==> config.mk <==
export PLATFORM = sky130hd
export DESIGN_NAME = clint_ctrl
export DESIGN_NICKNAME = d
export VERILOG_FILES = /design/src/rtl/clint_ctrl.sv
export SDC_FILE = /design/constraint.sdc
export NUM_CORES = 1
export LEC_CHECK = 0
export CAP_MARGIN = 20
export CORE_MARGIN = 3
export CORE_UTILIZATION = 50
export CTS_CLUSTER_SIZE = 10
export DETAILED_ROUTE_END_ITERATION = 12
export PLACE_DENSITY = 0.9
export SLEW_MARGIN = 20
export SYNTH_ARGS = -nofsm -noshare
export SYNTH_HDL_FRONTEND = slang
export SYNTH_SLANG_ARGS = --single-unit
export TNS_END_PERCENT = 50
==> constraint.sdc <==
create_clock -name clk -period 3.69 [get_ports clk]
set_input_delay 0.738 -clock clk [delete_from_list [all_inputs] [get_ports clk]]
set_output_delay 0.738 -clock clk [all_outputs]
set_load 0.01 [all_outputs]
==> src/rtl/clint_ctrl.sv <==
// clint_ctrl: core-local interrupt controller front-end.
// Two requesters share one timer register file (msip, mtimecmp, mtime)
// through a round-robin arbiter and an IDLE/RESP access sequencer.
// Drives the machine timer (mtip) and software (msip) interrupt lines.
module clint_ctrl #(
    parameter int ADDR_W   = 16,
    parameter int TICK_DIV = 1
) (
    input  logic              clk,
    input  logic              rst,
    input  logic              tick_en,
    input  logic              m0_valid,
    output logic              m0_ready,
    input  logic              m0_wen,
    input  logic [ADDR_W-1:0] m0_addr,
    input  logic [63:0]       m0_wdata,
    input  logic [7:0]        m0_wmask,
    output logic              m0_rvalid,
    output logic [63:0]       m0_rdata,
    output logic              m0_err,
    input  logic              m1_valid,
    output logic              m1_ready,
    input  logic              m1_wen,
    input  logic [ADDR_W-1:0] m1_addr,
    input  logic [63:0]       m1_wdata,
    input  logic [7:0]        m1_wmask,
    output logic              m1_rvalid,
    output logic [63:0]       m1_rdata,
    output logic              m1_err,
    output logic              mtip,
    output logic              msip
);

    typedef enum logic [0:0] {
        ST_IDLE = 1'b0,
        ST_RESP = 1'b1
    } state_t;

    localparam logic [ADDR_W-1:0] OFF_MSIP     = ADDR_W'(16'h0000);
    localparam logic [ADDR_W-1:0] OFF_MTIMECMP = ADDR_W'(16'h4000);
    localparam logic [ADDR_W-1:0] OFF_MTIME    = ADDR_W'(16'hBFF8);
    localparam logic [15:0]       PRESC_MAX    = 16'(TICK_DIV - 1);

    // Per-byte merge of write data into an existing 64-bit register value.
    function automatic logic [63:0] merge_bytes(input logic [63:0] old_val,
                                                input logic [63:0] new_val,
                                                input logic [7:0]  mask);
        logic [63:0] res;
        res = old_val;
        for (int i = 0; i < 8; i++) begin
            if (mask[i]) begin
                res[i*8 +: 8] = new_val[i*8 +: 8];
            end else begin
                res[i*8 +: 8] = old_val[i*8 +: 8];
            end
        end
        return res;
    endfunction

    state_t              state_r, state_s;
    logic                rr_r;
    logic                gnt_valid_s, gnt_port_s;
    logic [1:0]          ready_s;
    logic                sel_wen_s;
    logic [ADDR_W-1:0]   sel_addr_s;
    logic [63:0]         sel_wdata_s;
    logic [7:0]          sel_wmask_s;
    logic                hit_msip_s, hit_cmp_s, hit_time_s, mapped_s;
    logic [63:0]         read_val_s;
    logic                tick_s;
    logic                wr_msip_s, wr_cmp_s, wr_time_s;
    logic [1:0]          rvalid_r, err_r;
    logic [63:0]         rdata0_r, rdata1_r;
    logic [15:0]         presc_r;
    logic [63:0]         mtime_r, mtimecmp_r;
    logic                msip_r, mtip_r;
    logic                addr_unused_s;

    // Round-robin grant: the pointer port wins a tie, a lone requester always wins.
    always_comb begin
        gnt_valid_s = 1'b0;
        gnt_port_s  = rr_r;
        if (state_r == ST_IDLE && !rst) begin
            case ({m1_valid, m0_valid})
                2'b01: begin gnt_valid_s = 1'b1; gnt_port_s = 1'b0; end
                2'b10: begin gnt_valid_s = 1'b1; gnt_port_s = 1'b1; end
                2'b11: begin gnt_valid_s = 1'b1; gnt_port_s = rr_r; end
                default: begin gnt_valid_s = 1'b0; gnt_port_s = rr_r; end
            endcase
        end else begin
            gnt_valid_s = 1'b0;
        end
    end

    assign ready_s = gnt_valid_s ? (gnt_port_s ? 2'b10 : 2'b01) : 2'b00;

    // Steer the granted request fields onto the shared register-file bus.
    always_comb begin
        sel_wen_s   = m0_wen;
        sel_addr_s  = m0_addr;
        sel_wdata_s = m0_wdata;
        sel_wmask_s = m0_wmask;
        if (gnt_port_s) begin
            sel_wen_s   = m1_wen;
            sel_addr_s  = m1_addr;
            sel_wdata_s = m1_wdata;
            sel_wmask_s = m1_wmask;
        end else begin
            sel_wen_s   = m0_wen;
            sel_addr_s  = m0_addr;
            sel_wdata_s = m0_wdata;
            sel_wmask_s = m0_wmask;
        end
    end

    // Offsets are 8-byte aligned, so the low three address bits are not decoded.
    assign addr_unused_s = ^sel_addr_s[2:0];
    assign hit_msip_s    = (sel_addr_s[ADDR_W-1:3] == OFF_MSIP[ADDR_W-1:3]);
    assign hit_cmp_s     = (sel_addr_s[ADDR_W-1:3] == OFF_MTIMECMP[ADDR_W-1:3]);
    assign hit_time_s    = (sel_addr_s[ADDR_W-1:3] == OFF_MTIME[ADDR_W-1:3]);
    assign mapped_s      = hit_msip_s | hit_cmp_s | hit_time_s;

    // Read mux returns the pre-write value; unmapped offsets read as zero.
    always_comb begin
        read_val_s = 64'd0;
        if (hit_msip_s) begin
            read_val_s = {63'd0, msip_r};
        end else if (hit_cmp_s) begin
            read_val_s = mtimecmp_r;
        end else if (hit_time_s) begin
            read_val_s = mtime_r;
        end else begin
            read_val_s = 64'd0;
        end
    end

    assign tick_s    = tick_en && (presc_r == PRESC_MAX);
    assign wr_msip_s = gnt_valid_s && sel_wen_s && hit_msip_s;
    assign wr_cmp_s  = gnt_valid_s && sel_wen_s && hit_cmp_s;
    assign wr_time_s = gnt_valid_s && sel_wen_s && hit_time_s;

    // Sequencer next state: an accepted request always gets one response cycle.
    always_comb begin
        state_s = ST_IDLE;
        case (state_r)
            ST_IDLE: state_s = gnt_valid_s ? ST_RESP : ST_IDLE;
            ST_RESP: state_s = ST_IDLE;
            default: state_s = ST_IDLE;
        endcase
    end

    // Sequencer state and round-robin pointer; pointer moves off the port just served.
    always_ff @(posedge clk) begin
        if (rst) begin
            state_r <= ST_IDLE;
            rr_r    <= 1'b0;
        end else begin
            state_r <= state_s;
            if (gnt_valid_s) begin
                rr_r <= ~gnt_port_s;
            end else begin
                rr_r <= rr_r;
            end
        end
    end

    // Response registers: load on accept, pulse rvalid/err for the following cycle only.
    always_ff @(posedge clk) begin
        if (rst) begin
            rvalid_r <= 2'b00;
            err_r    <= 2'b00;
            rdata0_r <= 64'd0;
            rdata1_r <= 64'd0;
        end else begin
            rvalid_r <= ready_s;
            err_r    <= mapped_s ? 2'b00 : ready_s;
            if (ready_s[0]) begin
                rdata0_r <= read_val_s;
            end else begin
                rdata0_r <= rdata0_r;
            end
            if (ready_s[1]) begin
                rdata1_r <= read_val_s;
            end else begin
                rdata1_r <= rdata1_r;
            end
        end
    end

    // Prescaler runs only while enabled and is not disturbed by mtime writes.
    always_ff @(posedge clk) begin
        if (rst) begin
            presc_r <= 16'd0;
        end else if (tick_en) begin
            presc_r <= tick_s ? 16'd0 : presc_r + 16'd1;
        end else begin
            presc_r <= presc_r;
        end
    end

    // mtime: a bus write takes precedence and swallows a coincident increment.
    always_ff @(posedge clk) begin
        if (rst) begin
            mtime_r <= 64'd0;
        end else if (wr_time_s) begin
            mtime_r <= merge_bytes(mtime_r, sel_wdata_s, sel_wmask_s);
        end else if (tick_s) begin
            mtime_r <= mtime_r + 64'd1;
        end else begin
            mtime_r <= mtime_r;
        end
    end

    // mtimecmp and msip byte-masked writes; msip keeps only bit 0.
    always_ff @(posedge clk) begin
        if (rst) begin
            mtimecmp_r <= {64{1'b1}};
            msip_r     <= 1'b0;
        end else begin
            if (wr_cmp_s) begin
                mtimecmp_r <= merge_bytes(mtimecmp_r, sel_wdata_s, sel_wmask_s);
            end else begin
                mtimecmp_r <= mtimecmp_r;
            end
            if (wr_msip_s && sel_wmask_s[0]) begin
                msip_r <= sel_wdata_s[0];
            end else begin
                msip_r <= msip_r;
            end
        end
    end

    // Timer interrupt compare, re-evaluated every cycle.
    always_ff @(posedge clk) begin
        if (rst) begin
            mtip_r <= 1'b0;
        end else begin
            mtip_r <= (mtime_r >= mtimecmp_r);
        end
    end

    // Responses are suppressed while reset is asserted, even mid-transaction.
    assign m0_ready  = ready_s[0];
    assign m1_ready  = ready_s[1];
    assign m0_rvalid = rvalid_r[0] & ~rst;
    assign m1_rvalid = rvalid_r[1] & ~rst;
    assign m0_err    = err_r[0] & ~rst;
    assign m1_err    = err_r[1] & ~rst;
    assign m0_rdata  = rdata0_r;
    assign m1_rdata  = rdata1_r;
    assign mtip      = mtip_r;
    assign msip      = msip_r;

endmodule
# --- Yosys cells after proc, flatten, opt, wreduce, memory -nomap -nowiden ---
# Index checks and enable logic that the tools add are counted.
word_totals:
  reg_bits: 280
  in_bits: 183
  output_inout_bits: 136
op_classes:
  bitwise: 9
  add_sub_neg: 2
  eq_ne: 13
  reduce_logical: 29
  order_cmp: 1
  muxes: 26
ops:
  columns: ["cell", "n"]
  rows:
  - ["2-to-1 mux 64 bit", 6]
  - ["2-to-1 mux 8 bit", 9]
  - ["adder 64 x 1 -> 64 bit, second input constant", 1]
  - [">= comparator 64 bit", 1]
  - ["2-to-1 mux 16 bit", 2]
  - ["AND reduction 2 bit", 16]
  - ["adder 16 x 1 -> 16 bit, second input constant", 1]
  - ["zero test 16 bit", 1]
  - ["!= test 2 bit, second input constant", 8]
  - ["== test 13 x 12 -> 1 bit, second input constant", 1]
  - ["== test 13 bit, second input constant", 1]
  - ["zero test 13 bit", 1]
  - ["logical AND 1 bit", 7]
  - ["2-to-1 mux 1 bit", 5]
  - ["AND 1 bit", 4]
  - ["== test 2 bit, second input constant", 2]
  - ["2-to-1 mux 2 bit", 2]
  - ["one-hot mux 1 bit (2 select lines)", 2]
  - ["inverter 1 bit", 3]
  - ["OR reduction 3 bit", 1]
  - ["== test 2 x 1 -> 1 bit, second input constant", 1]
  - ["bitwise OR 1 bit", 2]
  - ["nonzero test 2 bit", 1]
  - ["OR reduction 2 bit", 1]
  - ["zero test 1 bit", 1]

# --- Longest topological paths before layout ---
logic_depth:
  word_depth: 8
  ltp_mapped: 12

# --- Worst setup path before layout ---
# OpenSTA, ideal clock, no wires.
synth_timing:
  path_type: "input to output"
  from: "in m0_valid"
  to: "out m0_ready"
  t_arrival_ps: 2732
  n_path_buf: 5
  cell_stages: 10
  required_time_ps: 2952
  path_slack_ps: 220
  cell_sequence: "inv_1 > ha_1 > nor3b_2 > mux2i_1 > buf_6 > buf_2 > and2_1 > clkbuf_1 > clkbuf_1 > clkbuf_1"
synth_between:
  elab_chain_len: 5
  elab_cells_between_ends: 10
synth_rtl:
  columns: ["item", "line_no", "source"]
  rows:
  - ["start: declaration", "12", "input logic m0_valid,"]
  - ["== test 2 bit / == test 2 x 1 -> 1 bit (equally long branches)", "84", "case ({m1_valid, m0_valid})"]
  - ["one-hot mux 1 bit (2 select lines) / OR reduction 3 bit (equally long branches)", null, null]
  - ["2-to-1 mux 1 bit (on tied branches)", "83, 84", null]
  - ["2-to-1 mux 2 bit / 2-to-1 mux 1 bit (equally long branches)", "95, 83", null]
  - ["2-to-1 mux 2 bit (*)", "95", "assign ready_s = gnt_valid_s ? (gnt_port_s ? 2'b10 : 2'b01) : 2'b00;"]
  - ["end: declaration", "13", "output logic m0_ready,"]
# Mark *: on every way between the ends. The rest lies on a longest branch, timed or not.

# --- Worst setup path after layout ---
layout_timing:
  from: "in m1_valid"
  to: "reg mtime_r[0]"
layout_between:
  elab_chain_len: 8
  elab_cells_between_ends: 20
layout_rtl:
  columns: ["item", "line_no", "source"]
  rows:
  - ["start: declaration", "21", "input logic m1_valid,"]
  - ["== test 2 bit / == test 2 x 1 -> 1 bit (equally long branches)", "84", null]
  - ["one-hot mux 1 bit (2 select lines) / OR reduction 3 bit (equally long branches)", null, null]
  - ["2-to-1 mux 1 bit (on tied branches)", "83, 84", null]
  - ["2-to-1 mux 16 bit (tied with other cells)", "103", "if (gnt_port_s) begin"]
  - ["== test 13 bit / logical AND 1 bit (equally long branches)", "120, 140", null]
  - ["logical AND 1 bit", "140", "assign wr_time_s = gnt_valid_s && sel_wen_s && hit_time_s;"]
  - ["!= test 2 bit (no source line) / nonzero test 2 bit (equally long branches)", null, null]
  - ["AND reduction 2 bit (no source line)", null, null]
  - ["end signal: assignment", "206", "mtime_r <= merge_bytes(mtime_r, sel_wdata_s, sel_wmask_s);"]
  - ["end signal: assignment", "208", "mtime_r <= mtime_r + 64'd1;"]
  - ["end signal: assignment", "210", "mtime_r <= mtime_r;"]
  - ["end: declaration", "75", "logic [63:0] mtime_r, mtimecmp_r;"]
# Parallel ways exist; a longest one is shown, timed or not. The select of a mux whose other input is x is not followed.
# A chain may end at the register's enable or synchronous reset.

==> results.toml <==
[outcome]
status = "finished clean"

[routing]
vias_per_cell = 6.14
detail_route.first_pass.iterations = 6
drt_iter0_drc = 1585
avgRoutedWirePerCell_um = 19.3
drcViolationCount = 0
route.antenna.remaining_nets = 0
drt_wl_total_um = 47800
detailroute.via_count = 15200

[power_and_ir_drop]
power_frac_comb_pct = 17.5
cell_leakage_power_nw = 7.96
p_sw_share_pct = 25.6
p_int_mw = 5.56
switching_power_mw = 1.92
portion_of_total_power_attributed_to_sequential_cells_pct = 43.0
power.ir.vdd_worst_uv = 271
clockPowerShare_pct = 39.5
power-per-cell-area_mw_per_mm2 = 380

[cells_and_area]
layout.cell_area.non_filler_sq_mm = 0.0197
num-nets-final = 2342
drive_above_1_share_pct = 10.6
filler_cell_count = 2188
num_antenna_cells = 0
syn_to_final_growth_pct = 34.6

[worst_setup_path]
cp.required_ns = 4.05
crit_path_cell_trace = "clkdlybuf4s50_1 -> inv_1 -> ha_1 -> nor3b_4 -> buf_4 -> buf_4 -> buf_4 -> a21boi_0 -> o21ai_2 -> buf_12 -> o21ai_2 -> buf_4 -> o32ai_1 -> a21oi_1 -> nor2_1"
worstReg2RegEnd = "mtime_r[63]"
worst_r2r_start = "mtime_r[18]"
largest_driver_fanout_on_the_critical_path = 12
timing.critical_path.from_type = "primary input"
crit_path_top_delay_cell = "o21ai_2"
cpPeakStageDelay_ns = 0.49
arrival_ns = 3.81
critical_path.most_common_cell = "buf_4"
setup.worst_path.class = "in2reg"
worst_setup_path_end_kind = "flop"
r2r_setup_slack_ns = 0.65
worst_r2r_path_depth = 7

[worst_hold_path]
hold_end = "presc_r[1]"
worst_hold_path_type = "reg2reg"
worst_hold_depth = 2
hold_start = "presc_r[1]"

[logic_synthesis]
synthDominantCellAreaShare_pct = 38.3
muxShareOfSynthArea_pct = 6.35
synth.top_cells.by_area = "dfxtp_1 38%, a211oi_1 6.8%, ha_1 5.9%"
synth_simple_gate_area_share_pct = 19.4
netlist_area_sq_mm = 0.0146
synth_top_family_by_area = "compound AO/OA/AOI/OAI gates"
netlist-cell-type-count = 77
synth_compound_gate_area_share_pct = 23.7
yosys.area_share.adder_pct = 5.90
yosysTopAreaCell = "dfxtp_1"
yosys_warnings = 0
number_of_enable_flip_flop_cells_after_synthesis = 0
synth_async_sr_flop_share_pct = 0
synthesis.instances = 1746
synth_seq_cells = 280
synthesized_area_divided_by_synthesized_cell_count_sq_um = 8.38
synth_top_flop_cell = "dfxtp_1"
synth_fp_nets = 1998
synth_sequential_area_ratio_pct = 38.3
synth-xor-area-share_pct = 0.898

[placement]
gp_routability_congestion = 0.959
postPlaceCellArea_sq_mm = 0.0187
portBuffers = 312
hpwlAfterDp_um = 35000
preCtsSetupSlack_ns = -0.352

[global_routing]
globalRouteTotalUtil_pct = 29.3
first_global_vias = 14900
grt_max_degree = 98
antenna_violations_before_repair = 0
grt.overflow.total = 0
grt_pass1_wl_um = 76000

[cts]
cts.hold.buffers_added = 0
max-clock-path-buffers = 3
clk_latency_ns = 0.51
cts.clk_slew.worst_paths_ns = 0.05
tritoncts_clock_tree = "built"
library_cell_used_as_clock_root_buffer = "clkbuf_16"
htreeDepth = 2
clock_sinks = 280
cts-buffers-inserted = 34

[timing]
timing.hold.ws_ns = 0.487
post-route-period-util_pct = 93.6
finalSetupTns_ns = 0
setup_viol_count_final = 0
timing.final.hold_violations = 0
rsz0062_at_grt = "no"
timing.final.ws_setup_ns = 0.236
skew_ns = 0.0142
worst_pin_slew_ns = 1.08
report.final.slew_viol_count = 0
period_needed_ns = 3.45
worst_slew_margin_rel_pct = 27.9
fmax_mhz = 289

[floorplanning]
placementRows = 62
floorplan.initialDensity_pct = 50.9
design.core.area_sq_mm = 0.0288
fp.dieH_um = 177
floorplan.die_area_sq_mm = 0.0314
die_width_um = 177
design.portCount = 319

[run]
max_cap_violations = 0
-- cells in the final DEF, fill, tap and decap left out, types with 27 or more instances in the layout --
cell             netlist  final
a211oi_1             133    133
mux2_2                40     40
clkbuf_16              0     35
a22oi_1               65     65
o211ai_1              78     78
nor2_1               214    212
nand4_1               32     32
nor3_1                45     44
ha_1                  69     69
nor4_1                27     27
nand3_1               48     48
nand2_1              140    139
dfxtp_1              280    280
mux2i_1               43     42
clkdlybuf4s50_1        0    309
buf_4                  2    105
a21oi_1               64     64
inv_1                 80     80
o21ai_0               64     63
-- worst max-delay path, delay by kind of cell --
family / cells / cell delay (ns)
buffers and inverters: 7 / 1.32
AND/OR/NAND/NOR: 2 / 0.31
AO/OA/AOI/OAI: 5 / 1.17
adder cells (fa/ha/maj): 1 / 0.28
-- cell families after synthesis --
group                      after synthesis
and+or+nand+nor                        602
DFF                                    280
xor gates and xnor gates                15
AOI/OAI and AO/OA                      496
muxes                                   86
buffers and inverters                  198
adders and majority gates               69
-- per-layer routing --
metal | wire (um) | global-route usage, %
met3 | 4060 | 5.45
met1 | 18700 | 36.3
met4 | 1890 | 11.1
met5 | 0 | 0
met2 | 23100 | 50.6
-- through the flow --
step | util, % | total power [mW] | cells
finish | 68.5 | 7.48 | 2481
global route | 68.5 | 7.73 | 2481
floorplan | - | 3.85 | 1746
global placement | 65.0 | 4.52 | 2435
detailed placement | 65.0 | 4.56 | 2435
CTS | 68.4 | 7.49 | 2480
-- flip-flops by register name, indices dropped and copies added (netlist names) --
register,cells
err_r,2
m0_rdata,64
m1_rdata,64
msip,1
mtime_r,64
mtimecmp_r,64
mtip,1
presc_r,16
rr_r,1
rvalid_r,2
state_r,1
-- synth_stat cells, types with 8 or more instances --
cell / instances
a211oi_1: 133
a21o_1: 15
a21oi_1: 64
a22oi_1: 65
a31oi_1: 11
and2_1: 13
and3_1: 23
and4_1: 8
buf_1: 10
buf_2: 35
clkbuf_1: 68
dfxtp_1: 280
ha_1: 69
inv_1: 80
mux2_2: 40
mux2i_1: 43
nand2_1: 140
nand3_1: 48
nand4_1: 32
nor2_1: 214
nor3_1: 45
nor4_1: 27
o211ai_1: 78
o21ai_0: 64
or3_1: 13
xor2_1: 14
-- how the worst max path moves through the flow --
stage                  start             end  depth (start not counted)
finish              m1_valid      mtime_r[0]                         15
global route        m1_valid    m1_rdata[27]                         12
CTS                 m1_valid        m0_ready                          8
detailed placement  m1_valid  mtimecmp_r[15]                         11
global placement    m1_valid  mtimecmp_r[15]                         11
floorplan           m0_valid        m0_ready                         10
-- layout make-up --
type	count	area, sq um	area share [%]
Inverter	81	304	1.54
Tap cell	384	480	2.44
Clock buffer	42	932	4.73
Clock inverter	1	8.76	0.0445
Multi-Input combinational cell	1268	8290	42.1
Timing Repair Buffer	425	4080	20.7
Sequential cell	280	5610	28.4
-- what timing repair did --
action,4_1_cts,5_1_grt
cloned,0,0
resized for setup,1,4
setup endpoints to repair,2,3
setup buffers,2,1
-- power groups by stage --
stage / Combinational, mW / Sequential (mW) / Clock, mW
floorplan: 0.530 / 3.32 / 0
global placement: 1.25 / 3.27 / 0
detailed placement: 1.28 / 3.28 / 0
CTS: 1.30 / 3.22 / 2.98
global route: 1.39 / 3.23 / 3.11
finish: 1.31 / 3.22 / 2.96
Note: power is estimated with default switching activity, not from simulation.
